==> src/rtl/lcd_bus_controller.sv <==
// HD44780 bus write sequencer: SETUP -> EN_HI -> HOLD -> WAIT, one shared down-counter.
// Define LCD_BUSY_POLL_EN to replace the fixed WAIT with busy-flag read polling.
module lcd_bus_controller #(
  parameter int SETUP_CYC     = 3,
  parameter int EN_HIGH_CYC   = 12,
  parameter int HOLD_CYC      = 1,
  parameter int WAIT_CYC      = 2000,
  parameter int LONG_WAIT_CYC = 80000
) (
  input  logic       iCLK,
  input  logic       iRST_N,
  input  logic [7:0] iDATA,
  input  logic       iRS,
  input  logic       iStart,
  output logic       oBusy,
  output logic       oDone,
  inout  wire  [7:0] LCD_DATA,
  output logic       LCD_RW,
  output logic       LCD_EN,
  output logic       LCD_RS
);

  localparam int CNT_W = ($clog2(LONG_WAIT_CYC + 1) > 17) ? $clog2(LONG_WAIT_CYC + 1) : 17;

  // Counter reload values: a state lasting N cycles loads N-1 and leaves at zero.
  localparam logic [CNT_W-1:0] SETUP_LD = CNT_W'(SETUP_CYC - 1);
  localparam logic [CNT_W-1:0] EN_LD    = CNT_W'(EN_HIGH_CYC - 1);
  localparam logic [CNT_W-1:0] HOLD_LD  = CNT_W'(HOLD_CYC - 1);
  localparam logic [CNT_W-1:0] WAIT_LD  = CNT_W'(WAIT_CYC - 1);
  localparam logic [CNT_W-1:0] LONG_LD  = CNT_W'(LONG_WAIT_CYC - 1);

  typedef enum logic [2:0] {
    IDLE,
    SETUP,
    EN_HI,
    HOLD,
    WAIT
  } state_t;

  state_t           state, state_n;
  logic [CNT_W-1:0] cnt, cnt_n;
  logic [7:0]       data_q;
  logic             accept, finish;

`ifdef LCD_BUSY_POLL_EN
  logic             rw_q, oe_q, polling, busy_flag, start_read;

  assign LCD_RW   = rw_q;
  assign LCD_DATA = oe_q ? data_q : 8'hzz;
`else
  logic             is_long;

  // Clear display (0x01) and return home (0x02/0x03) need the long execution delay.
  assign is_long  = !LCD_RS && (data_q[7:2] == 6'd0);
  assign LCD_RW   = 1'b0;
  assign LCD_DATA = data_q;
`endif

  always_comb begin
    // NOTE: every output of this block gets a default first so no path infers a latch.
    state_n = state;
    cnt_n   = cnt;
    accept  = 1'b0;
    finish  = 1'b0;
`ifdef LCD_BUSY_POLL_EN
    start_read = 1'b0;
`endif
    case (state)
      IDLE: begin
        if (iStart) begin
          accept  = 1'b1;
          state_n = SETUP;
          cnt_n   = SETUP_LD;
        end
      end
      SETUP: begin
        if (cnt == '0) begin
          state_n = EN_HI;
          cnt_n   = EN_LD;
        end else begin
          cnt_n = cnt - 1'b1;
        end
      end
      EN_HI: begin
        if (cnt == '0) begin
          state_n = HOLD;
          cnt_n   = HOLD_LD;
        end else begin
          cnt_n = cnt - 1'b1;
        end
      end
      HOLD: begin
        if (cnt == '0) begin
`ifdef LCD_BUSY_POLL_EN
          if (polling && !busy_flag) begin
            finish = 1'b1;
          end else begin
            start_read = 1'b1;
            state_n    = SETUP;
            cnt_n      = SETUP_LD;
          end
`else
          state_n = WAIT;
          cnt_n   = is_long ? LONG_LD : WAIT_LD;
`endif
        end else begin
          cnt_n = cnt - 1'b1;
        end
      end
      WAIT: begin
        if (cnt == '0) begin
          finish = 1'b1;
        end else begin
          cnt_n = cnt - 1'b1;
        end
      end
      default: state_n = IDLE;
    endcase
    if (finish) begin
      state_n = IDLE;
      cnt_n   = '0;
    end
  end

  always_ff @(posedge iCLK or negedge iRST_N) begin
    if (!iRST_N) begin
      state  <= IDLE;
      cnt    <= '0;
      LCD_EN <= 1'b0;
      LCD_RS <= 1'b0;
      data_q <= 8'h00;
      oBusy  <= 1'b0;
      oDone  <= 1'b0;
`ifdef LCD_BUSY_POLL_EN
      rw_q      <= 1'b0;
      oe_q      <= 1'b1;
      polling   <= 1'b0;
      busy_flag <= 1'b0;
`endif
    end else begin
      // NOTE: state registers use non-blocking assignments so every flop samples pre-edge values.
      state  <= state_n;
      cnt    <= cnt_n;
      LCD_EN <= (state_n == EN_HI);
      oBusy  <= (state_n != IDLE);
      oDone  <= finish;
      if (accept) begin
        LCD_RS <= iRS;
        data_q <= iDATA;
      end
`ifdef LCD_BUSY_POLL_EN
      if (accept) begin
        rw_q <= 1'b0;
        oe_q <= 1'b1;
      end
      if (start_read) begin
        LCD_RS  <= 1'b0;
        rw_q    <= 1'b1;
        oe_q    <= 1'b0;
        polling <= 1'b1;
      end
      if (finish) begin
        rw_q    <= 1'b0;
        oe_q    <= 1'b1;
        polling <= 1'b0;
      end
      // DB7 is valid late in the EN pulse; take it on the final EN_HI cycle.
      if (state == EN_HI && cnt == '0) begin
        busy_flag <= LCD_DATA[7];
      end
`endif
    end
  end

endmodule
==> config.mk <==
export PLATFORM = sky130hd
export DESIGN_NAME = lcd_bus_controller
export DESIGN_NICKNAME = d
export VERILOG_FILES = /design/src/rtl/lcd_bus_controller.sv
export SDC_FILE = /design/constraint.sdc
export NUM_CORES = 1
export LEC_CHECK = 0
export ABC_AREA = 1
export CAP_MARGIN = 20
export CORE_ASPECT_RATIO = 1.75
export CORE_MARGIN = 2
export CORE_UTILIZATION = 35
export DETAILED_ROUTE_END_ITERATION = 10
export GPL_ROUTABILITY_DRIVEN = 0
export PLACE_DENSITY = 0.51
export SLEW_MARGIN = 20
export SYNTH_ARGS = -nofsm -noshare
export SYNTH_HDL_FRONTEND = slang
export SYNTH_SLANG_ARGS = --single-unit
==> constraint.sdc <==
create_clock -name iCLK -period 2.06 [get_ports iCLK]
set_input_delay 0.309 -clock iCLK [delete_from_list [all_inputs] [get_ports iCLK]]
set_output_delay 0.309 -clock iCLK [all_outputs]
set_load 0.01 [all_outputs]
==> metrics.log, run 1 <==
INFO  metric outcome = complete, no violations
INFO  metric cp_data_arrival_time = 1.93 ns
INFO  metric overflow = 0
INFO  metric dp_slack = 0.317 ns
INFO  metric timing.critical_path.required = 2.24 ns
INFO  metric post_detailed_route_wirelength_per_cell = 13.6 µm
INFO  metric synth.top_cells.by_count = sky130_fd_sc_hd__nand2_1, sky130_fd_sc_hd__dfrtp_1, sky130_fd_sc_hd__nor2_1
INFO  metric remaining_drc_errors = 0
INFO  metric avgViaCountPerCell = 4.77
INFO  metric critPathKind = flip-flop to flip-flop
INFO  metric critical_path.endpoint_type = flip-flop
INFO  metric finalWirelength = 5.12 mm
INFO  metric final_min_period_over_clock_period = 85.0%
INFO  metric tritoncts = yes
INFO  metric ir_worst_vdd = 0.000432 V
INFO  metric num-fill-cells = 629
INFO  metric yosysWarningCount = 0
INFO  metric post_cts_resize_count = 0
INFO  metric hold_viol_final = 0
INFO  metric firstDrtPassIters = 4
INFO  metric drv_slew = 0
INFO  metric holdCritPathClass = input port to flip-flop
INFO  metric post_synth_main_area_contributors = sky130_fd_sc_hd__dfrtp_1, sky130_fd_sc_hd__nand2_1, sky130_fd_sc_hd__nand3_1
INFO  metric fraction_of_layout_cells_with_a_size_suffix_above_1 = 15.9%
INFO  metric ys_seq_elements = 32
INFO  metric crit_top_cell = sky130_fd_sc_hd__nand2_1
INFO  metric htree_levels = 2
INFO  metric synth_most_common_cell = sky130_fd_sc_hd__nand2_1
INFO  metric synth_top_cell_area_share = 39.2%
INFO  metric timing.critical_path.cells = inv_2, ha_1, inv_1, nor2_1, nand2_1, nor2_4, nand2_4, nand2_1, nand2_1, nand2_1, nand2_1, nand3_1, nand2_1
INFO  metric effective_utilization_at_floorplan = 36.6%
INFO  metric max_cap_viol_count = 0
INFO  metric clkLatencyLatePin = 0.29 ns
INFO  metric path_max_fanout = 15
INFO  metric initialDrtViolationCount = 49
INFO  metric antenna_cells_inserted = 0
INFO  metric power.static_leakage = 0.00123 µW
INFO  metric design.portCount = 25
INFO  metric fmaxAchievable = 571 MHz
INFO  metric grt_pass1_wl = 9.01 mm
INFO  metric clock-sinks = 32
INFO  metric fp.dieH = 105 µm
INFO  metric yosysTopAreaCell = sky130_fd_sc_hd__dfrtp_1
INFO  metric final_core_util = 42.9%
INFO  metric setup_viol = 0
INFO  metric die_width = 61.8 µm
INFO  metric placedCellCount = 369
INFO  metric syn-num-nets = 294
INFO  metric rsz0062_at_grt = false
INFO  metric skew = 0.00810 ns
INFO  metric stdcell_count = 377
INFO  metric minimum_clock_period = 1.75 ns
INFO  metric total_power = 1380 µW
INFO  metric die_area = 6490 µm²
INFO  metric rows = 36
INFO  metric syn-instance-count = 280
INFO  metric setup_tns = 0 ns
INFO  metric max-clock-path-buffers = 2
INFO  metric grt_antenna_before_repair = 0
INFO  metric worst_slack_setup_final = 0.308 ns
INFO  metric cts_root_buffer = sky130_fd_sc_hd__clkbuf_8
INFO  metric gr-usage-all-layers = 18.7%
INFO  metric slowest_delay = 0.41 ns
INFO  metric post_synth_instance_area = 2040 µm²
INFO  metric synthesized_area_per_cell = 7.30 µm²
INFO  metric synth-edff-count = 0
INFO  metric routed-via-count = 1800
INFO  metric first_global_vias = 1930
INFO  metric area.growth.synth_to_final = 17.2%
INFO  metric worst_setup_path_start_kind = flip-flop
INFO  metric tritoncts.num_buffers = 5
INFO  metric powerDensity = 575 nW/µm²
INFO  metric synth_seq_area_share = 39.2%
INFO  metric worst-path-buf-inv = 2
INFO  metric port-buffer-count = 15
INFO  metric half_perimeter_wire_length_after_detailed_placement = 3.99 mm
INFO  metric crit_path_top_delay_cell = sky130_fd_sc_hd__dfrtp_1
INFO  metric synthArstFlopShare = 100%
INFO  metric cts.hold.buffers_added = 0
INFO  metric postRouteAntennaNets = 0
INFO  metric design.final.nets = 314
INFO  metric critPathTopFamily = simple AND/OR/NAND/NOR gates
INFO  metric synth_ff_type = sky130_fd_sc_hd__dfrtp_1
INFO  metric cts_post_setup_buffers_inserted = 0
INFO  metric cts.clk_slew.worst_paths = 0.07 ns
INFO  metric ys_types = 31
INFO  metric largest_net_degree_at_the_start_of_global_routing = 33
INFO  metric floorplan.core_area = 5590 µm²
kinds of logic (layout without fill, tap and decap cells):
family                     Yosys count  after routing  synth area share, %
and+or+nand+nor                    187            187                 41.3
DFF                                 32             32                 39.2
buffers and inverters               29             50                 6.30
AOI/OAI and AO/OA                   13             13                 3.86
muxes                                9              9                 4.96
xor gates and xnor gates             7              7                 3.00
adders and majority gates            2              2                 1.22
other                                1              1                0.183
worst paths after layout:
| kind | start | endpoint | slack (ns) | cells after the start |
|---|---|---|---|---|
| min in group asynchronous | iRST_N | cnt[14] | 0.42 | 2 |
| worst min-delay path | LCD_DATA[1] | LCD_DATA[1] | 0.17 | 1 |
| max in group asynchronous | iRST_N | cnt[10] | 1.33 | 2 |
| worst min register to register | cnt[1] | cnt[1] | 0.49 | 2 |
| worst max-delay path | cnt[0] | cnt[16] | 0.31 | 13 |
| worst max register to register | cnt[0] | cnt[16] | 0.31 | 13 |
cell type report:
class,instances,area [µm²],share of cell area [%]
Timing Repair Buffer,17,165,6.89
Sequential cell,32,801,33.4
Clock inverter,1,30.0,1.25
Tap cell,76,95.1,3.97
Clock buffer,7,96.3,4.02
Inverter,25,93.8,3.92
Multi-Input combinational cell,219,1110,46.5
through the flow:
step | instance area, µm² | hold slack, ns
after CTS | 2400 | 0.162
after global routing | 2400 | 0.151
final | 2400 | 0.167
after global placement | 2270 | 0.461
after floorplan | 2040 | 0.0134
after detailed placement | 2270 | 0.464
layer usage:
layer / vias to the layer above / global-route usage [%] / routed length, µm
li1: 914 / - / -
met1: 834 / 20.0 / 1880
met3: 14 / 2.97 / 176
met5: - / 0 / 0
met4: 0 / 9.42 / 193
met2: 38 / 33.2 / 2870
registers in the layout (all words and copies together), names as in the netlist:
name and cells:
LCD_DATA 8, LCD_EN 1, LCD_RS 1, cnt 17, oBusy 1, oDone 1
state 3
power breakdown:
| group | total [µW] | internal [µW] | switching (µW) |
|---|---|---|---|
| clock | 686 | 427 | 259 |
| combinational | 44.4 | 25.8 | 18.6 |
| sequential | 646 | 636 | 10.6 |
| total | 1380 | 1090 | 289 |
placed cells by master (no fill, tap or decap), types with 3 or more instances in the layout:
| master | netlist | layout |
|---|---|---|
| sky130_fd_sc_hd__o21ai_1 | 7 | 7 |
| sky130_fd_sc_hd__xor2_1 | 6 | 6 |
| sky130_fd_sc_hd__nor2_4 | 3 | 3 |
| sky130_fd_sc_hd__dfrtp_1 | 32 | 32 |
| sky130_fd_sc_hd__nand3_1 | 27 | 27 |
| sky130_fd_sc_hd__clkbuf_8 | 0 | 7 |
| sky130_fd_sc_hd__nand2_2 | 3 | 3 |
| sky130_fd_sc_hd__clkdlybuf4s50_1 | 0 | 15 |
| sky130_fd_sc_hd__nand2_1 | 107 | 107 |
| sky130_fd_sc_hd__nor2_1 | 29 | 29 |
| sky130_fd_sc_hd__nor2_2 | 7 | 7 |
| sky130_fd_sc_hd__inv_1 | 17 | 17 |
| sky130_fd_sc_hd__inv_2 | 8 | 8 |
| sky130_fd_sc_hd__mux2_2 | 9 | 9 |
(Power assumes the default switching activity.)
==> run 2: changes to the inputs <==
Settings changed: MAX_ROUTING_LAYER set to met4.
==> run 2 against run 1 <==
Against the previous run: sequential share of layout area unchanged; wire length is 0.53% lower; via count shrank 0.28%; register-to-register slack about the same; clock power about the same.
==> metrics.log, run 2 (synthesized netlist as in run 1, its figures left out) <==
INFO  metric effective_utilization_at_floorplan = 36.6%
INFO  metric tritoncts = yes
INFO  metric path_max_fanout = 15
INFO  metric powerDensity = 574 nW/µm²
INFO  metric clock-sinks = 32
INFO  metric final_cell_mix = sky130_fd_sc_hd__nand2_1, sky130_fd_sc_hd__dfrtp_1, sky130_fd_sc_hd__nor2_1, sky130_fd_sc_hd__nand3_1, sky130_fd_sc_hd__inv_1
INFO  metric power.static_leakage = 0.00123 µW
INFO  metric post_cts_resize_count = 0
INFO  metric crit_top_cell = sky130_fd_sc_hd__nand2_1
INFO  metric first_global_vias = 1937
INFO  metric rsz0062_at_grt = false
INFO  metric firstDrtPassIters = 4
INFO  metric hold_viol_final = 0
INFO  metric htree_levels = 2
INFO  metric crit_path_top_delay_cell = sky130_fd_sc_hd__dfrtp_1
INFO  metric area.growth.synth_to_final = 17.2%
INFO  metric final_min_period_over_clock_period = 85.0%
INFO  metric rows = 36
INFO  metric timing.critical_path.required = 2.24 ns
INFO  metric largest_reg_by_ff_count = cnt
INFO  metric critical_path.endpoint_type = flip-flop
INFO  metric num-fill-cells = 629
INFO  metric routed-via-count = 1795
INFO  metric outcome = complete, no violations
INFO  metric setup.reg_to_reg.worst_slack = 0.31 ns
INFO  metric design.final.nets = 314
INFO  metric port-buffer-count = 15
INFO  metric grt_pass1_wl = 8.98 mm
INFO  metric die_width = 61.8 µm
INFO  metric timing.critical_path.cells = inv_2, ha_1, inv_1, nor2_1, nand2_1, nor2_4, nand2_4, nand2_1, nand2_1, nand2_1, nand2_1, nand3_1, nand2_1
INFO  metric post_detailed_route_wirelength_per_cell = 13.5 µm
INFO  metric finalWirelength = 5.09 mm
INFO  metric setup_viol = 0
INFO  metric remaining_drc_errors = 0
INFO  metric slowest_delay = 0.41 ns
INFO  metric minimum_clock_period = 1.75 ns
INFO  metric avgViaCountPerCell = 4.76
INFO  metric ir_worst_vdd = 0.000431 V
INFO  metric postRouteAntennaNets = 0
INFO  metric cts.clk_slew.worst_paths = 0.07 ns
INFO  metric max_cap_viol_count = 0
INFO  metric cts_post_setup_buffers_inserted = 0
INFO  metric overflow = 0
INFO  metric largest_net_degree_at_the_start_of_global_routing = 33
INFO  metric floorplan.core_area = 5590 µm²
INFO  metric setup_tns = 0 ns
INFO  metric fmaxAchievable = 571 MHz
INFO  metric grt_antenna_before_repair = 0
INFO  metric design.portCount = 25
INFO  metric half_perimeter_wire_length_after_detailed_placement = 3.99 mm
INFO  metric largest_register_ffs = 17
INFO  metric regArea = 801 µm²
INFO  metric critPathTopFamily = simple AND/OR/NAND/NOR gates
INFO  metric drv_slew = 0
INFO  metric tritoncts.num_buffers = 5
INFO  metric worst_setup_path_start_kind = flip-flop
INFO  metric max-clock-path-buffers = 2
INFO  metric critPathKind = flip-flop to flip-flop
INFO  metric cts.hold.buffers_added = 0
INFO  metric worst-path-buf-inv = 2
INFO  metric clkLatencyLatePin = 0.29 ns
INFO  metric final_common_cell = sky130_fd_sc_hd__nand2_1
INFO  metric skew = 0.00805 ns
INFO  metric initialDrtViolationCount = 46
INFO  metric cp_data_arrival_time = 1.93 ns
INFO  metric fp.dieH = 105 µm
INFO  metric multi_input_comb_area = 1110 µm²
INFO  metric die_area = 6490 µm²
INFO  metric cts_root_buffer = sky130_fd_sc_hd__clkbuf_8
INFO  metric antenna_cells_inserted = 0
INFO  metric total_power = 1380 µW
INFO  metric gr-usage-all-layers = 19.2%
INFO  metric holdCritPathClass = input port to flip-flop
INFO  metric fraction_of_layout_cells_with_a_size_suffix_above_1 = 15.9%
run 2: cell counts in the layout (fill, tap and decap cells not counted):
Identical to the previous run, type by type.
run 2: final cells by class:
type | instances | share of cell area (%)
repair buffers | 17 | 6.89
well taps | 76 | 3.97
inverters | 25 | 3.92
multi-input cells | 219 | 46.5
clock buffers | 7 | 4.02
flip-flops and latches | 32 | 33.4
clock inverters | 1 | 1.25
run 2: routing by layer:
layer / vias to the layer above / GRT usage (%) / part of all wire [%]
met4: 0 / 9.42 / 3.9
met3: 13 / 2.97 / 3.5
met1: 828 / 19.7 / 36
met2: 41 / 33.2 / 56
li1: 913 / - / -
met5: - / - / 0
run 2: power by group:
group / switching, µW / total (µW) / internal, µW
clock network: 258 / 686 / 427
registers: 10.6 / 646 / 636
logic: 18.6 / 44.4 / 25.8
total: 288 / 1380 / 1090
run 2: per-stage QoR:
| step | setup WS [ns] | cells | area, µm² | hold slack (ns) | utilization (%) |
|---|---|---|---|---|---|
| after floorplan | 0.539 | 280 | 2040 | 0.0134 | - |
| after global placement | 0.348 | 369 | 2270 | 0.461 | 40.6 |
| after detailed placement | 0.317 | 369 | 2270 | 0.464 | 40.6 |
| after CTS | 0.304 | 377 | 2400 | 0.162 | 42.9 |
| after global routing | 0.0935 | 377 | 2400 | 0.151 | 42.9 |
| final | 0.309 | 377 | 2400 | 0.168 | 42.9 |
run 2: worst paths after layout:
path | startpoint | endpoint | cells past startpoint
max | cnt[0] | cnt[16] | 13
min | LCD_DATA[1] | LCD_DATA[1] | 1
max reg2reg | cnt[0] | cnt[16] | 13
min reg2reg | cnt[1] | cnt[1] | 2
max in group asynchronous | iRST_N | cnt[10] | 2
min in group asynchronous | iRST_N | cnt[14] | 2
run 2: worst register-to-register path, stage by stage, from the launching register on:
cell                      delay (ns)
sky130_fd_sc_hd__dfrtp_1        0.41
sky130_fd_sc_hd__inv_2          0.09
sky130_fd_sc_hd__ha_1           0.16
sky130_fd_sc_hd__inv_1          0.04
sky130_fd_sc_hd__nor2_1         0.07
sky130_fd_sc_hd__nand2_1        0.09
sky130_fd_sc_hd__nor2_4         0.14
sky130_fd_sc_hd__nand2_4        0.14
sky130_fd_sc_hd__nand2_1        0.13
sky130_fd_sc_hd__nand2_1        0.12
sky130_fd_sc_hd__nand2_1        0.09
sky130_fd_sc_hd__nand2_1        0.05
sky130_fd_sc_hd__nand3_1        0.07
sky130_fd_sc_hd__nand2_1        0.05
